**src/rtl/axil_reg_if_rd_master_if.sv**
```systemverilog
// AXI-lite read-channel bundle (AR + R) shared between a read master and a register slave.
interface axil_reg_if_rd_master_if #(
  parameter int DATA_WIDTH = 32,
  parameter int ADDR_WIDTH = 32
);
  logic [ADDR_WIDTH-1:0] araddr;
  logic [2:0]            arprot;
  logic                  arvalid;
  logic                  arready;
  logic [DATA_WIDTH-1:0] rdata;
  logic [1:0]            rresp;
  logic                  rvalid;
  logic                  rready;

  modport master (
    output araddr, arprot, arvalid, rready,
    input  arready, rdata, rresp, rvalid
  );

  modport slave (
    input  araddr, arprot, arvalid, rready,
    output arready, rdata, rresp, rvalid
  );
endinterface

```
**src/rtl/axil_reg_if_rd_master.sv**
```systemverilog
// Bridges register-style read requests onto a single-outstanding AXI-lite read master port,
// with a requester-side timeout that lets the abandoned AXI transaction drain in the background.
module axil_reg_if_rd_master #(
  parameter int         DATA_WIDTH = 32,
  parameter int         ADDR_WIDTH = 32,
  parameter int         STRB_WIDTH = DATA_WIDTH / 8,
  parameter logic [2:0] ARPROT     = 3'b000,
  parameter int         TIMEOUT    = 16
) (
  input  logic                  clk,
  input  logic                  rst,
  input  logic [ADDR_WIDTH-1:0] reg_rd_addr,
  input  logic                  reg_rd_en,
  output logic [DATA_WIDTH-1:0] reg_rd_data,
  output logic                  reg_rd_wait,
  output logic                  reg_rd_ack,
  output logic                  reg_rd_err,
  axil_reg_if_rd_master_if.master m_axil
);

  typedef enum logic [2:0] {
    S_IDLE,
    S_ADDR,
    S_RESP,
    S_ACK,
    S_DRAIN
  } state_t;

  localparam bit                TO_EN    = (TIMEOUT > 0);
  localparam int                CNT_W    = TO_EN ? $clog2(TIMEOUT + 1) : 1;
  localparam logic [CNT_W-1:0]  CNT_LOAD = TO_EN ? CNT_W'(TIMEOUT - 1) : '0;

  if (STRB_WIDTH * 8 != DATA_WIDTH) begin : g_strb_check
    $error("STRB_WIDTH must equal DATA_WIDTH/8");
  end

  state_t                state;
  state_t                state_nxt;
  logic                  ar_pend;
  logic                  timed_out;
  logic [CNT_W-1:0]      cnt;
  logic [ADDR_WIDTH-1:0] araddr_q;
  logic [DATA_WIDTH-1:0] data_q;
  logic                  err_q;

  logic accept;
  logic active;
  logic ar_hs;
  logic r_hs;
  logic expire;

  assign accept = (state == S_IDLE) && reg_rd_en;
  assign active = (state == S_ADDR) || (state == S_RESP);
  assign ar_hs  = ar_pend && m_axil.arready;
  assign r_hs   = m_axil.rvalid && m_axil.rready;
  // A response arriving in the last counted cycle wins over the timeout.
  assign expire = TO_EN && active && (cnt == '0) && !r_hs;

  // arvalid is a flag so it survives the ACK/DRAIN states after a timeout in ADDR.
  assign m_axil.araddr  = araddr_q;
  assign m_axil.arprot  = ARPROT;
  assign m_axil.arvalid = ar_pend;
  assign m_axil.rready  = (state == S_RESP) || ((state == S_DRAIN) && !ar_pend);

  assign reg_rd_data = data_q;
  assign reg_rd_err  = err_q;
  assign reg_rd_wait = active;
  assign reg_rd_ack  = (state == S_ACK);

  always_ff @(posedge clk) begin
    // NOTE: sequential state uses non-blocking assignments so every flop samples pre-edge values.
    if (rst) state <= S_IDLE;
    else     state <= state_nxt;
  end

  always_comb begin
    // NOTE: default assigned first so every path drives state_nxt and no latch is inferred.
    state_nxt = state;
    unique case (state)
      S_IDLE:  if (reg_rd_en) state_nxt = S_ADDR;
      S_ADDR: begin
        if (expire)     state_nxt = S_ACK;
        else if (ar_hs) state_nxt = S_RESP;
      end
      S_RESP:  if (expire || r_hs) state_nxt = S_ACK;
      S_ACK:   state_nxt = timed_out ? S_DRAIN : S_IDLE;
      S_DRAIN: if (!ar_pend && r_hs) state_nxt = S_IDLE;
      default: state_nxt = S_IDLE;
    endcase
  end

  always_ff @(posedge clk) begin
    if (rst) begin
      ar_pend   <= 1'b0;
      timed_out <= 1'b0;
      cnt       <= '0;
      araddr_q  <= '0;
      data_q    <= '0;
      err_q     <= 1'b0;
    end else begin
      if (accept) begin
        ar_pend   <= 1'b1;
        araddr_q  <= reg_rd_addr;
        cnt       <= CNT_LOAD;
        timed_out <= 1'b0;
      end else if (ar_hs) begin
        ar_pend <= 1'b0;
      end

      if (active && (cnt != '0)) cnt <= cnt - CNT_W'(1);

      // Drained read data never reaches the requester; only the RESP handshake is captured.
      if (expire) begin
        timed_out <= 1'b1;
        data_q    <= '0;
        err_q     <= 1'b1;
      end else if ((state == S_RESP) && r_hs) begin
        data_q <= m_axil.rdata;
        err_q  <= (m_axil.rresp != 2'b00);
      end
    end
  end

endmodule
```
**src/flat_wrapper.sv**
```systemverilog
// flat-port wrapper written by rule: the top's interface ports become plain ports
module axil_reg_if_rd_master_flat 
#(
  parameter int         DATA_WIDTH = 32,
  parameter int         ADDR_WIDTH = 32,
  parameter int         STRB_WIDTH = DATA_WIDTH / 8,
  parameter logic [2:0] ARPROT     = 3'b000,
  parameter int         TIMEOUT    = 16
)
  (clk, rst, reg_rd_addr, reg_rd_en, reg_rd_data, reg_rd_wait, reg_rd_ack, reg_rd_err, m_axil_araddr, m_axil_arprot, m_axil_arvalid, m_axil_rready, m_axil_arready, m_axil_rdata, m_axil_rresp, m_axil_rvalid);
  axil_reg_if_rd_master_if #(.DATA_WIDTH(DATA_WIDTH), .ADDR_WIDTH(ADDR_WIDTH)) m_axil_i ();
  input  logic clk;
  input  logic rst;
  input  logic [ADDR_WIDTH-1:0] reg_rd_addr;
  input  logic reg_rd_en;
  output logic [DATA_WIDTH-1:0] reg_rd_data;
  output logic reg_rd_wait;
  output logic reg_rd_ack;
  output logic reg_rd_err;
  output wire logic [$bits(m_axil_i.araddr)-1:0] m_axil_araddr;
  output wire logic [$bits(m_axil_i.arprot)-1:0] m_axil_arprot;
  output wire logic [$bits(m_axil_i.arvalid)-1:0] m_axil_arvalid;
  output wire logic [$bits(m_axil_i.rready)-1:0] m_axil_rready;
  input wire logic [$bits(m_axil_i.arready)-1:0] m_axil_arready;
  input wire logic [$bits(m_axil_i.rdata)-1:0] m_axil_rdata;
  input wire logic [$bits(m_axil_i.rresp)-1:0] m_axil_rresp;
  input wire logic [$bits(m_axil_i.rvalid)-1:0] m_axil_rvalid;
  assign m_axil_araddr = m_axil_i.araddr;
  assign m_axil_arprot = m_axil_i.arprot;
  assign m_axil_arvalid = m_axil_i.arvalid;
  assign m_axil_rready = m_axil_i.rready;
  assign m_axil_i.arready = m_axil_arready;
  assign m_axil_i.rdata = m_axil_rdata;
  assign m_axil_i.rresp = m_axil_rresp;
  assign m_axil_i.rvalid = m_axil_rvalid;
  axil_reg_if_rd_master #(.DATA_WIDTH(DATA_WIDTH), .ADDR_WIDTH(ADDR_WIDTH), .STRB_WIDTH(STRB_WIDTH), .ARPROT(ARPROT), .TIMEOUT(TIMEOUT)) u_core (.clk(clk), .rst(rst), .reg_rd_addr(reg_rd_addr), .reg_rd_en(reg_rd_en), .reg_rd_data(reg_rd_data), .reg_rd_wait(reg_rd_wait), .reg_rd_ack(reg_rd_ack), .reg_rd_err(reg_rd_err), .m_axil(m_axil_i));
endmodule
```
**config.mk**
```make
export PLATFORM = sky130hd
export DESIGN_NAME = axil_reg_if_rd_master_flat
export DESIGN_NICKNAME = d
export VERILOG_FILES = /design/src/rtl/axil_reg_if_rd_master_if.sv /design/src/rtl/axil_reg_if_rd_master.sv /design/src/flat_wrapper.sv
export SDC_FILE = /design/constraint.sdc
export NUM_CORES = 1
export LEC_CHECK = 0
export CORE_MARGIN = 1
export CORE_UTILIZATION = 35
export DETAILED_ROUTE_END_ITERATION = 6
export GPL_TIMING_DRIVEN = 0
export PLACE_DENSITY_LB_ADDON = 0.05
export SYNTH_ARGS = -nofsm -noshare
export SYNTH_HDL_FRONTEND = slang
export SYNTH_SLANG_ARGS = --single-unit
```
**constraint.sdc**
```tcl
create_clock -name clk -period 1.7 [get_ports clk]
set_clock_uncertainty 0.1 [all_clocks]
set_input_delay 0.34 -clock clk [delete_from_list [all_inputs] [get_ports clk]]
set_output_delay 0.34 -clock clk [all_outputs]
set_load 0.05 [all_outputs]
```
* After elaboration in Yosys (flattened, before gate mapping)
Index checks and enable logic that the tools add are counted.
** Word-level totals
- Latch bits :: 0
- Register bits after elaboration :: 75
- RAM bits :: 0
- Memories :: 0
- Logic and storage cells :: 55
- Memory bits (read-only) :: 0
- Output and inout port bits :: 72
- Input port bits :: 71
** Operators by class
- $mul :: 0
- Mux-type cells :: 15
- Div/mod/pow operators :: 0
- Add/subtract/negate cells :: 1
- Order comparisons :: 0
- Eq/ne operators :: 8
- Shifts and indexed selects :: 0
- Bitwise gates (word level) :: 0
- Reductions and logical operators :: 24
** Operators by type and width (count)
- $mux W3 :: 6
- $pmux W3 S5 :: 1
- $mux W5 :: 2
- $reduce_bool A2 Y1 :: 5
- $logic_and A1 B1 Y1 :: 9
- $eq A3 B2 Y1 const B :: 2
- $mux W1 :: 6
- $ne A2 B2 Y1 const B :: 3
- $logic_not A5 Y1 :: 1
- $reduce_bool A5 Y1 :: 1
- $sub A5 B1 Y5 const B :: 1
- $reduce_and A4 Y1 :: 1
- $eq A3 B1 Y1 const B :: 1
- $eq A3 B3 Y1 const B :: 1
- $logic_not A3 Y1 :: 1
- $logic_or A1 B1 Y1 :: 3
- $ne A3 B1 Y1 const B :: 1
- $logic_not A1 Y1 :: 2
- $reduce_or A2 Y1 :: 1

* Longest topological paths before layout
Gate-level depths: netlist of run 1.
- Depth after elaboration :: 9
- Depth in mapped cells :: 7
- Depth with buffers taken out :: 6

* Worst setup path after synthesis of run 1
OpenSTA, ideal clock, no wires.
- Path type :: reg2out
- From :: reg u_core.ar_pend, in the netlist u_core.m_axil.arvalid
- To :: out m_axil_rready
- Data required time :: 1260 ps
- Stages on the path, launching flop included :: 3
- Arrival time :: 1809 ps
- Slack :: -549 ps
- Path buffers :: 0
- Path through :: dfxtp_1 -> or3b_2 -> a21oi_1
** On the way
- Cells in the longest elaborated chain, start to end :: 3
** RTL lines
- start: declaration :: line axil_reg_if_rd_master.sv:39 : logic ar_pend;
- start signal: assignment :: line axil_reg_if_rd_master.sv:94 : ar_pend <= 1'b0;
- start signal: assignment :: line axil_reg_if_rd_master.sv:102 : ar_pend <= 1'b1;
- start signal: assignment :: line axil_reg_if_rd_master.sv:107 : ar_pend <= 1'b0;
- $logic_not A1 Y1 :: line axil_reg_if_rd_master.sv:63 : assign m_axil.rready = (state == S_RESP) || ((state == S_DRAIN) && !ar_pend);
- $logic_and A1 B1 Y1 :: line axil_reg_if_rd_master.sv:63
- $logic_or A1 B1 Y1 :: line axil_reg_if_rd_master.sv:63
- end: declaration :: line flat_wrapper.sv:23 : output wire logic [$bits(m_axil_i.rready)-1:0] m_axil_rready;
No other way between the ends.

* Final worst setup path of run 1
- From :: reg u_core.state[1]
- To :: out m_axil_rready
** On the way
- Cells in the longest elaborated chain, start to end :: 3
- Elaborated cells between the ends (all ways) :: 4
- Classes of those cells :: 2 x eq/ne; 2 x reduce/logical
** RTL lines
- start: declaration :: line axil_reg_if_rd_master.sv:37 : state_t state;
- start signal: assignment :: line axil_reg_if_rd_master.sv:73 : else state <= state_nxt;
- $eq A3 B3 Y1 :: line axil_reg_if_rd_master.sv:63
- $logic_and A1 B1 Y1 :: line axil_reg_if_rd_master.sv:63
- $logic_or A1 B1 Y1 * :: line axil_reg_if_rd_master.sv:63
Mark *: on every way between the ends. The rest lies on a longest branch, timed or not.

==> qor.yml, run 1 <==
run_status:
  status: "complete, but fails checks"
  failed_checks: "setup timing"
worst_hold_path:
  hold_removal_path_class: "flop to flop"
  hold_start: "u_core.timed_out"
route:
  drt-pass1-iter-count: 4
  route.antenna.remaining_nets: 0
  avgRoutedWirePerCell_um: 13.2
  wl_um: 8250
  vias: 2977
  via_per_inst: 4.75
  detailed_route_drc_error_count: 0
  first_iter_violations: 88
sta:
  clock.fmax_mhz: 516
  tightest_slew_ps: 552
  rsz0062_at_grt: "true"
  timing.setup.tns_ps: -4590
  final_period_minus_worst_setup_slack_ps: 1940
  final_min_period_over_clock_period_pct: 114
  timing.final.setup_violations: 39
  relSlewSlack_pct: 63.3
  timing.final.max_slew_violations: 0
  final_critical_path_setup_slack_ps: -239
  finalHoldViolCount: 0
floorplanning:
  die_outline_width_um: 92.8
  number_of_placed_i_o_pins: 143
  die-area_mm2: 0.00860
  die_h_um: 92.8
  core_area_mm2: 0.00785
  num_rows: 32
  starting_density_pct: 36.7
power:
  worst_ir_drop_vdd_mv: 0.516
  power_mw: 5.07
  power.density_cell_area_mw_per_mm2: 1020
  static_leakage_nw: 2.05
placement:
  placed_cells_incl_taps: 597
  io_buffer_count: 138
  place_area_mm2: 0.00448
  gp_routability_congestion: 0.747
  dp_hpwl_um: 5420
setup_path:
  worstPathArrival_ps: 1500
  timing.critical_path.to_type: "output port"
  path_cells: "buf_8, or3b_4, a21oi_4, buf_6"
  crit_path_top_delay_cell: "sky130_fd_sc_hd__or3b_4"
  r2r_start: "u_core.cnt[0]"
  start_kind: "flop"
  crit_path_max_fanout: 10
  timing.setup.critical_path_class: "flop to output port"
  timing.critical_path.required_ps: 1260
  regToRegSetupSlack_ps: -130
  cp_max_stage_delay_ps: 380
  setup.worst_path.start: "u_core.state[1]"
global_routing:
  busiest_layer: "met2"
  antenna_found_initial: 0
  grt_max_degree: 14
  grtUsageMet1_pct: 23.5
  grtUsageMet3_pct: 4.19
  grt_pass1_vias: 2900
  grt_pass1_wl_um: 13400
  grtUsageTotal_pct: 19.5
  grt_remaining_overflow: 0
  grtUsageMet2_pct: 33.8
clocking:
  ctsHoldBuffers: 0
  tritoncts: "yes"
  cts_htree_levels: 3
  clock_buffers_created_by_tritoncts: 9
  clock_root_cell: "sky130_fd_sc_hd__clkbuf_8"
  clk_pin_slew_worst_paths_ps: 90
  clock_latency_ps: 340
  clock_sinks: 75
  buffers_from_clock_root_to_sink_at_most: 2
finish:
  antenna_cells: 0
  fill_cells: 758
  final_cells: 627
  syn_to_final_growth_pct: 71.9
  design_area_mm2: 0.00495
  design.final.nets: 593
  layout-drive-gt1-share_pct: 21.0
logic_synthesis:
  synth_fa_ha_area_share_pct: 0.868
  synth_async_sr_flop_share_pct: 0
  seq_area_frac_synth_pct: 52.1
  count_of_cell_types_in_the_netlist: 33
  post_synth_main_area_contributors: "sky130_fd_sc_hd__dfxtp_1 52%, sky130_fd_sc_hd__nand2_1 17%, sky130_fd_sc_hd__a21oi_1 12%, sky130_fd_sc_hd__clkbuf_1 2.1%, sky130_fd_sc_hd__nor4b_4 1.6%"
  synthDominantAreaCellType: "sky130_fd_sc_hd__dfxtp_1"
  yosys_most_used_dff: "sky130_fd_sc_hd__dfxtp_1"
  synth_simple_gate_area_share_pct: 26.0
  synthXorXnorAreaFrac_pct: 0.608
  post_synth_mux_area_share_pct: 0
  synth-compound-area-share_pct: 14.7
  synth_edf_count: 0
  ys_seq_elements: 75
  synth_top_cell_area_share_pct: 52.1
  post_synth_instance_area_mm2: 0.00288
  yosys_warnings: 0
  netlist_instances: 355
  combinational_family_with_the_most_area_after_synthesis: "simple AND/OR/NAND/NOR gates"
  syn-mean-instance-area_um2: 8.12
run:
  max_cap_violations: 0
[worst max-delay path, delay by kind of cell (launching register included)]
family,cells,cell delay (ps)
AO/OA/AOI/OAI,1,130
AND/OR/NAND/NOR,1,380
flip-flops,1,340
buffers and inverters,2,310
[layer usage]
metal	part of all wire, %	vias up	wire length (µm)
met1	44	1374	3620
met2	47	103	3920
li1	-	1490	-
met3	7.2	10	592
met4	1.5	0	124
met5	0	-	0
[Yosys cell counts, drive strengths merged, types with 2 or more instances]
master,instances
a211oi,5
a21oi,69
buf,12
clkbuf,16
dfxtp,75
ha,2
inv,3
nand2,133
nand2b,3
nor2,2
nor2b,3
nor3,9
nor4b,2
o21ai,3
or3b,2
or4b,3
xnor2,2
[logic make-up after synthesis]
| kind of cell | count (synthesis) |
|---|---|
| xor gates and xnor gates | 2 |
| AOI/OAI and AO/OA | 80 |
| other | 1 |
| and+or+nand+nor | 164 |
| DFF | 75 |
| adders and majority gates | 2 |
| buffers and inverters | 31 |
[sequential cells by signal, summed over array words and instances (netlist names)]
name,flops
u_core.cnt,5
u_core.m_axil.araddr,32
u_core.m_axil.arvalid,1
u_core.reg_rd_data,32
u_core.reg_rd_err,1
u_core.state,3
u_core.timed_out,1
[path summary, 6_finish.rpt]
kind                            endpoint  depth (start not counted)
hold / removal           u_core.state[2]                          2
setup reg to reg  u_core.reg_rd_data[13]                          7
setup / recovery           m_axil_rready                          4
hold reg to reg          u_core.state[2]                          2
[stage by stage]
stage          setup WS (ps)  util (%)  hold WS, ps
2_1_floorplan          -87.3         -          332
3_3_place_gp            -742      57.1          340
3_5_place_dp            -750      57.1          345
4_1_cts                 -258      62.4          340
5_1_grt                 -292      63.1          370
6_report                -239      63.1          338
[layout make-up]
cell class                      count  area [µm²]  share of cell area (%)
Clock buffer                       10         128                    2.58
Timing Repair Buffer              153        1450                    29.3
Tap cell                          102         128                    2.58
Clock inverter                      6        90.1                    1.82
Buffer                             27         206                    4.17
Multi-Input combinational cell    251        1430                    28.9
Inverter                            3        11.3                   0.227
Sequential cell                    75        1510                    30.5
[power breakdown]
group / switching [mW] / internal (mW)
clock network: 0.668 / 0.830
logic: 0.932 / 0.654
registers: 0.0866 / 1.90
total: 1.69 / 3.38
[cells in the final DEF, fill, tap and decap left out, types with 2 or more instances in the layout]
master,count
sky130_fd_sc_hd__a211oi_1,5
sky130_fd_sc_hd__a21oi_1,34
sky130_fd_sc_hd__a21oi_2,34
sky130_fd_sc_hd__buf_12,2
sky130_fd_sc_hd__buf_4,13
sky130_fd_sc_hd__buf_6,13
sky130_fd_sc_hd__buf_8,2
sky130_fd_sc_hd__bufinv_16,2
sky130_fd_sc_hd__clkbuf_1,10
sky130_fd_sc_hd__clkbuf_2,5
sky130_fd_sc_hd__clkbuf_8,9
sky130_fd_sc_hd__clkdlybuf4s15_1,6
sky130_fd_sc_hd__clkdlybuf4s50_1,69
sky130_fd_sc_hd__clkinv_4,2
sky130_fd_sc_hd__conb_1,3
sky130_fd_sc_hd__dfxtp_1,69
sky130_fd_sc_hd__dfxtp_2,5
sky130_fd_sc_hd__dlygate4sd2_1,60
sky130_fd_sc_hd__inv_2,2
sky130_fd_sc_hd__nand2_1,133
sky130_fd_sc_hd__nor2b_1,3
sky130_fd_sc_hd__nor3_1,8
sky130_fd_sc_hd__nor4b_4,2
sky130_fd_sc_hd__o21ai_0,3
sky130_fd_sc_hd__or4b_4,2
[repair_timing]
item | 4_1_cts | 5_1_grt
endpoints found under the setup margin | 134 | 74
resized for setup | 144 | 15
pin swaps | 1 | 4
setup buffers | 10 | 2
gates cloned | 3 | 0
No activity file was read; power rests on OpenSTA's default activity.
==> run 2, diff against run 1 <==
CORE_UTILIZATION = 36   (was 35)
==> qor.yml, run 2 (synthesis gave the netlist of run 1 again) <==
route:
  first_iter_violations: 70  # was 88
  avgRoutedWirePerCell_um: 13.6  # was 13.2 µm
  drt-pass1-iter-count: 6  # was 4
  via_per_inst: 4.82  # was 4.75
  detailed_route_drc_error_count: 0  # unchanged
  vias: 3111  # was 2977
  route.antenna.remaining_nets: 0  # unchanged
  wl_um: 8810  # was 8250 µm
run_status:
  failed_checks: "setup timing"  # unchanged
  status: "complete, but fails checks"  # unchanged
finish:
  mostFrequentLayoutCells: "104 x sky130_fd_sc_hd__nand2_1, 69 x sky130_fd_sc_hd__clkdlybuf4s50_1, 69 x sky130_fd_sc_hd__dfxtp_1, 62 x sky130_fd_sc_hd__a21oi_2, 35 x sky130_fd_sc_hd__dlygate4sd2_1"  # was 133 x sky130_fd_sc_hd__nand2_1, 69 x sky130_fd_sc_hd__clkdlybuf4s50_1, 69 x sky130_fd_sc_hd__dfxtp_1, 60 x sky130_fd_sc_hd__dlygate4sd2_1
  design.final.nets: 613  # was 593
  mostFrequentLayoutCell: "sky130_fd_sc_hd__nand2_1"  # unchanged
  fill_cells: 646  # was 758
  syn_to_final_growth_pct: 89.1  # was 71.9%
  antenna_cells: 0  # unchanged
  layout-drive-gt1-share_pct: 39.5  # was 21.0%
setup_path:
  worst_r2r_path_depth: 7  # unchanged
  regToRegSetupSlack_ps: -200  # was -130 ps
  timing.critical_path.required_ps: 1260  # about the same
  reg2reg_to: "u_core.reg_rd_data[28]"  # was u_core.reg_rd_data[13]
  worstPathArrival_ps: 1470  # was 1500 ps
  crit_path_max_fanout: 3  # was 10
  timing.setup.critical_path_class: "flop to output port"  # unchanged
  start_kind: "flop"  # unchanged
  timing.critical_path.to_type: "output port"  # unchanged
  r2r_start: "u_core.state[1]"  # was u_core.cnt[0]
sta:
  clock.fmax_mhz: 525  # was 516 MHz
  final_critical_path_setup_slack_ps: -206  # was -239 ps
  finalHoldViolCount: 0  # unchanged
  timing.final.max_slew_violations: 0  # unchanged
  final_min_period_over_clock_period_pct: 112  # was 114%
  hold_slack_ps: 363  # was 338 ps
  rsz0062_at_grt: "true"  # unchanged
  timing.final.setup_violations: 72  # was 39
  relSlewSlack_pct: 55.9  # was 63.3%
  final_period_minus_worst_setup_slack_ps: 1910  # was 1940 ps
  tightest_slew_ps: 662  # was 552 ps
global_routing:
  grtUsageTotal_pct: 19.3  # was 19.5%
  grt_max_degree: 13  # was 14
  grt_remaining_overflow: 0  # unchanged
  antenna_found_initial: 0  # unchanged
  grt_pass1_wl_um: 13000  # was 13400 µm
  grt_pass1_vias: 2818  # was 2900
floorplanning:
  starting_density_pct: 37.3  # was 36.7%
  number_of_placed_i_o_pins: 143  # unchanged
  num_rows: 32  # unchanged
  die_outline_width_um: 91.5  # was 92.8 µm
  die-area_mm2: 0.00837  # was 0.00860 mm²
  die_h_um: 91.5  # was 92.8 µm
  core_area_mm2: 0.00773  # was 0.00785 mm²
clocking:
  clock_sinks: 75  # unchanged
  tritoncts: "yes"  # unchanged
  clock_buffers_created_by_tritoncts: 9  # unchanged
  cts_htree_levels: 3  # unchanged
  buffers_from_clock_root_to_sink_at_most: 2  # unchanged
  clock_latency_ps: 330  # was 340 ps
  clk_pin_slew_worst_paths_ps: 80  # was 90 ps
  clock_root_cell: "sky130_fd_sc_hd__clkbuf_8"  # unchanged
worst_hold_path:
  timing.hold.worst_path_depth: 2  # unchanged
  hold_removal_path_class: "flop to flop"  # unchanged
  worst_hold_path.endpoint: "u_core.reg_rd_data[20]"  # was u_core.state[2]
  hold_start: "u_core.reg_rd_data[20]"  # was u_core.timed_out
run:
  max_cap_violations: 0  # unchanged
power:
  power_mw: 5.45  # was 5.07 mW
  power.density_cell_area_mw_per_mm2: 1000  # was 1020 mW/mm²
  static_leakage_nw: 2.27  # was 2.05 nW
  worst_ir_drop_vdd_mv: 0.779  # was 0.516 mV
placement:
  gp_routability_congestion: 0.759  # was 0.747
  io_buffer_count: 138  # unchanged
  dp_hpwl_um: 5280  # was 5420 µm
-- run 2: cell types whose count changed in the layout (fill, tap and decap cells not counted), moves of 11 or more --
cell,delta
sky130_fd_sc_hd__a21oi_1,-28
sky130_fd_sc_hd__a21oi_2,+28
sky130_fd_sc_hd__buf_4,+11
sky130_fd_sc_hd__clkbuf_2,+22
sky130_fd_sc_hd__dlygate4sd2_1,-25
sky130_fd_sc_hd__nand2_1,-29
sky130_fd_sc_hd__nand2_4,+25
-- run 2: repair_timing --
action                     in CTS  in global routing
resized for setup             142                176
setup buffers                  15                 13
setup endpoints to repair     135                 76
gates cloned                    3                  4
hold buffers                    0                  0
pin swaps                       4                 58
-- run 2: worst max-delay path by stage --
stage | startpoint | endpoint | slack (ps) | cells past startpoint
final | u_core.state[2] | m_axil_rready | -210 | 4
after CTS | u_core.state[1] | m_axil_rready | -240 | 4
after floorplan | u_core.cnt[1] | u_core.reg_rd_data[0] | -90 | 7
after global routing | u_core.state[1] | u_core.reg_rd_data[28] | -260 | 7
after global placement | u_core.state[2] | m_axil_rready | -730 | 4
after detailed placement | u_core.state[2] | m_axil_rready | -750 | 4
-- run 2: stage by stage --
step / utilization, % / cell area [µm²] / TNS, ps / setup WS [ps] / instances
2_1_floorplan: - / 2970 / -2700 / -87.3 / 357
3_3_place_gp: 58.0 / 4480 / -31250 / -730 / 597
3_5_place_dp: 58.0 / 4480 / -31890 / -753 / 597
4_1_cts: 63.9 / 4930 / -4120 / -242 / 630
5_1_grt: 70.6 / 5450 / -14510 / -262 / 646
6_report: 70.6 / 5450 / -10440 / -206 / 646
-- run 2: cell type report --
class / count / area (µm²) / area share, %
tap: 102 / 128 / 2.34
clock inverter: 5 / 78.8 / 1.45
timing repair buffer: 172 / 1570 / 28.8
multi-input combinational: 252 / 1810 / 33.2
clock buffer: 10 / 128 / 2.34
inverter: 3 / 13.8 / 0.252
sequential: 75 / 1510 / 27.7
buffer: 27 / 215 / 3.95
-- run 2: critical path: stages, from the launching register on --
cell and delay, ps:
sky130_fd_sc_hd__dfxtp_4 370, sky130_fd_sc_hd__buf_6 100, sky130_fd_sc_hd__or3b_4 380, sky130_fd_sc_hd__a21oi_4 130
sky130_fd_sc_hd__buf_6 170
-- run 2: where the power goes --
part | internal (mW) | switching (mW) | leakage [nW]
clock network | 0.817 | 0.634 | 0.106
registers | 1.90 | 0.125 | 0.614
logic | 0.883 | 1.10 | 1.55
-- run 2: routing by layer --
metal  vias to the layer above  GRT usage [%]  share of wire (%)
met4                         0           6.75               0.84
met1                      1481           23.4                 42
met3                         6           4.27                5.8
met2                        87           33.5                 52
li1                       1537              -                  -
met5                         -              0                  0
==> run 3, diff against run 2 <==
ABC_CLOCK_PERIOD_IN_PS = 1700   (was default)
PLACE_DENSITY = 0.73   (was default)
PLACE_DENSITY_LB_ADDON = default   (was 0.05)
==> qor.yml, run 3 (synthesis gave the netlist of run 1 again) <==
power:
  power.density_cell_area_mw_per_mm2: 984  # was 1000 mW/mm²
  static_leakage_nw: 2.07  # was 2.27 nW
  share_clk_of_total_power_pct: 26.6  # about the same
  swShare_pct: 34.1  # was 34.0%
  p_switching_mw: 1.70  # was 1.86 mW
  power_report.internal_total_mw: 3.29  # was 3.60 mW
  worst_ir_drop_vdd_mv: 0.539  # was 0.779 mV
  combinationalPowerShare_pct: 33.5  # was 36.3%
  seq_pwr_share_pct: 39.8  # was 37.1%
sta:
  final_min_period_over_clock_period_pct: 114  # was 112%
  rsz0062_at_grt: "true"  # unchanged
  timing.final.setup_violations: 44  # was 72
  tightest_slew_ps: 593  # was 662 ps
  finalHoldViolCount: 0  # unchanged
  timing.final.max_slew_violations: 0  # unchanged
  clock.fmax_mhz: 518  # was 525 MHz
  final_period_minus_worst_setup_slack_ps: 1930  # was 1910 ps
  relSlewSlack_pct: 60.5  # was 55.9%
  hold_slack_ps: 354  # was 363 ps
  final_critical_path_setup_slack_ps: -232  # was -206 ps
placement:
  io_buffer_count: 138  # unchanged
  placed_cells_incl_taps: 597  # unchanged
  gp_routability_congestion: 0.768  # was 0.759
  place_area_mm2: 0.00448  # unchanged
  dp_hpwl_um: 5520  # was 5280 µm
worst_hold_path:
  worst_hold_path.endpoint: "u_core.m_axil.araddr[23]"  # was u_core.reg_rd_data[20]
  timing.hold.worst_path_depth: 2  # unchanged
  hold_start: "u_core.m_axil.araddr[23]"  # was u_core.reg_rd_data[20]
  hold_removal_path_class: "flop to flop"  # unchanged
setup_path:
  worst_r2r_path_depth: 7  # unchanged
  crit_path_top_delay_cell: "sky130_fd_sc_hd__or3b_4"  # unchanged
  timing.critical_path.to_type: "output port"  # unchanged
  timing.setup.critical_path_class: "flop to output port"  # unchanged
  timing.critical_path.required_ps: 1260  # about the same
  reg2reg_to: "u_core.reg_rd_data[1]"  # was u_core.reg_rd_data[28]
  crit_buf_inv: 2  # unchanged
  worstPathArrival_ps: 1490  # was 1470 ps
  regToRegSetupSlack_ps: -160  # was -200 ps
  crit_path_max_fanout: 5  # was 3
  r2r_start: "u_core.state[1]"  # unchanged
  cp_max_stage_delay_ps: 380  # about the same
  cp_top_family: "simple AND/OR/NAND/NOR gates"  # unchanged
  path_cells: "buf_8, or3b_4, a21oi_4, buf_6"  # was buf_6, or3b_4, a21oi_4, buf_6
  worstSetupPathDepth: 4  # unchanged
  start_kind: "flop"  # unchanged
finish:
  mostFrequentLayoutCell: "sky130_fd_sc_hd__nand2_1"  # unchanged
  fill_cells: 680  # was 646
  finalCoreUtilization_pct: 65.6  # was 70.6%
  design.final.nets: 602  # was 613
  mostFrequentLayoutCells: "133 x sky130_fd_sc_hd__nand2_1, 69 x sky130_fd_sc_hd__clkdlybuf4s50_1, 69 x sky130_fd_sc_hd__dfxtp_1, 51 x sky130_fd_sc_hd__dlygate4sd2_1, 36 x sky130_fd_sc_hd__a21oi_2"  # was 104 x sky130_fd_sc_hd__nand2_1, 69 x sky130_fd_sc_hd__clkdlybuf4s50_1, 69 x sky130_fd_sc_hd__dfxtp_1, 62 x sky130_fd_sc_hd__a21oi_2, 35 x sky130_fd_sc_hd__dlygate4sd2_1
  final_cells: 635  # was 646
  syn_to_final_growth_pct: 75.9  # was 89.1%
  antenna_cells: 0  # unchanged
  design_area_mm2: 0.00507  # was 0.00545 mm²
  layout-drive-gt1-share_pct: 23.8  # was 39.5%
global_routing:
  antenna_found_initial: 0  # unchanged
  grtUsageTotal_pct: 19.6  # was 19.3%
  grt_max_degree: 14  # was 13
  grt_remaining_overflow: 0  # unchanged
  grt_pass1_wl_um: 13200  # was 13000 µm
  grt_pass1_vias: 2923  # was 2818
floorplanning:
  die_outline_width_um: 91.5  # unchanged
  core_area_mm2: 0.00773  # unchanged
  starting_density_pct: 37.3  # unchanged
  die-area_mm2: 0.00837  # unchanged
  number_of_placed_i_o_pins: 143  # unchanged
  die_h_um: 91.5  # unchanged
  num_rows: 32  # unchanged
route:
  avgRoutedWirePerCell_um: 13.2  # was 13.6 µm
  first_iter_violations: 49  # was 70
  wl_um: 8370  # was 8810 µm
  via_per_inst: 4.75  # was 4.82
  route.antenna.remaining_nets: 0  # unchanged
  detailed_route_drc_error_count: 0  # unchanged
  vias: 3016  # was 3111
  drt-pass1-iter-count: 4  # was 6
run:
  max_cap_violations: 0  # unchanged
clocking:
  clock_buffers_created_by_tritoncts: 9  # unchanged
  clock_latency_ps: 330  # about the same
  clock_sinks: 75  # unchanged
  cts_htree_levels: 3  # unchanged
  clk_pin_slew_worst_paths_ps: 90  # was 80 ps
  clock_root_cell: "sky130_fd_sc_hd__clkbuf_8"  # unchanged
  tritoncts: "yes"  # unchanged
  ctsHoldBuffers: 0  # unchanged
  buffers_from_clock_root_to_sink_at_most: 2  # unchanged
run_status:
  failed_checks: "setup timing"  # unchanged
  status: "complete, but fails checks"  # unchanged
run 3: changes by cell type in the layout (fill, tap and decap cells not counted), sizes merged:
| cell | change |
|---|---|
| clkbuf | -28 |
| dlygate4sd2 | +16 |
| clkdlybuf4s15 | +9 |
| buf | -8 |
| bufinv | -1 |
| clkinv | +1 |
| inv | +1 |
| or4b | -1 |
run 3: routing by layer:
layer	wire length (µm)	vias up	part of all wire, %	track usage [%]
met5	0	-	0	0
met2	4010	109	48	32.1
met4	89	0	1.1	7.14
met3	749	8	9.0	6.53
li1	-	1510	-	-
met1	3520	1389	42	23.8
run 3: worst register-to-register path, delay by kind of cell, from the launching register on:
family,cells,cell delay (ps)
AOI/OAI and AO/OA,1,40
buffers and inverters,3,410
and+or+nand+nor,3,860
DFF,1,340
run 3: cell type report:
cell class              count  area (µm²)  share of cell area, %
flip-flops and latches     75        1510                   29.8
clock buffers               9         124                   2.44
plain buffers              27         221                   4.37
multi-input cells         251        1470                   29.1
repair buffers            162        1530                   30.3
clock inverters             6        66.3                   1.31
inverters                   3        11.3                  0.222
well taps                 102         128                   2.52
run 3: repair_timing:
action                                  CTS  global route
endpoints found under the setup margin  134            86
pin swaps                                 2             4
gates resized for setup                 143            52
cloned                                    3             0
setup buffers                            10            11
endpoints found under the hold margin     0             0
run 3: power groups by stage:
stage          Sequential (mW)  Clock [mW]  Combinational (mW)
2_1_floorplan             2.36           0               0.604
3_3_place_gp              2.02           0                1.43
3_5_place_dp              2.03           0                1.44
4_1_cts                   1.98        1.37                1.54
5_1_grt                   2.01        1.45                1.79
6_report                  1.99        1.33                1.67
run 3: worst max path at each step:
| stage | startpoint | end | slack [ps] |
|---|---|---|---|
| floorplan | u_core.cnt[1] | u_core.reg_rd_data[0] | -90 |
| global placement | u_core.state[2] | m_axil_rready | -730 |
| detailed placement | u_core.state[2] | m_axil_rready | -740 |
| CTS | u_core.state[2] | m_axil_rready | -250 |
| global route | u_core.state[2] | m_axil_rready | -290 |
| finish | u_core.state[2] | m_axil_rready | -230 |
run 3: stage by stage:
| step | total power, mW | worst slack, ps | TNS, ps |
|---|---|---|---|
| after global placement | 3.45 | -731 | -30040 |
| after CTS | 4.89 | -250 | -4810 |
| after detailed placement | 3.47 | -744 | -31040 |
| after global routing | 5.25 | -295 | -9270 |
| final | 4.99 | -232 | -5160 |
| after floorplan | 2.97 | -87.3 | -2700 |
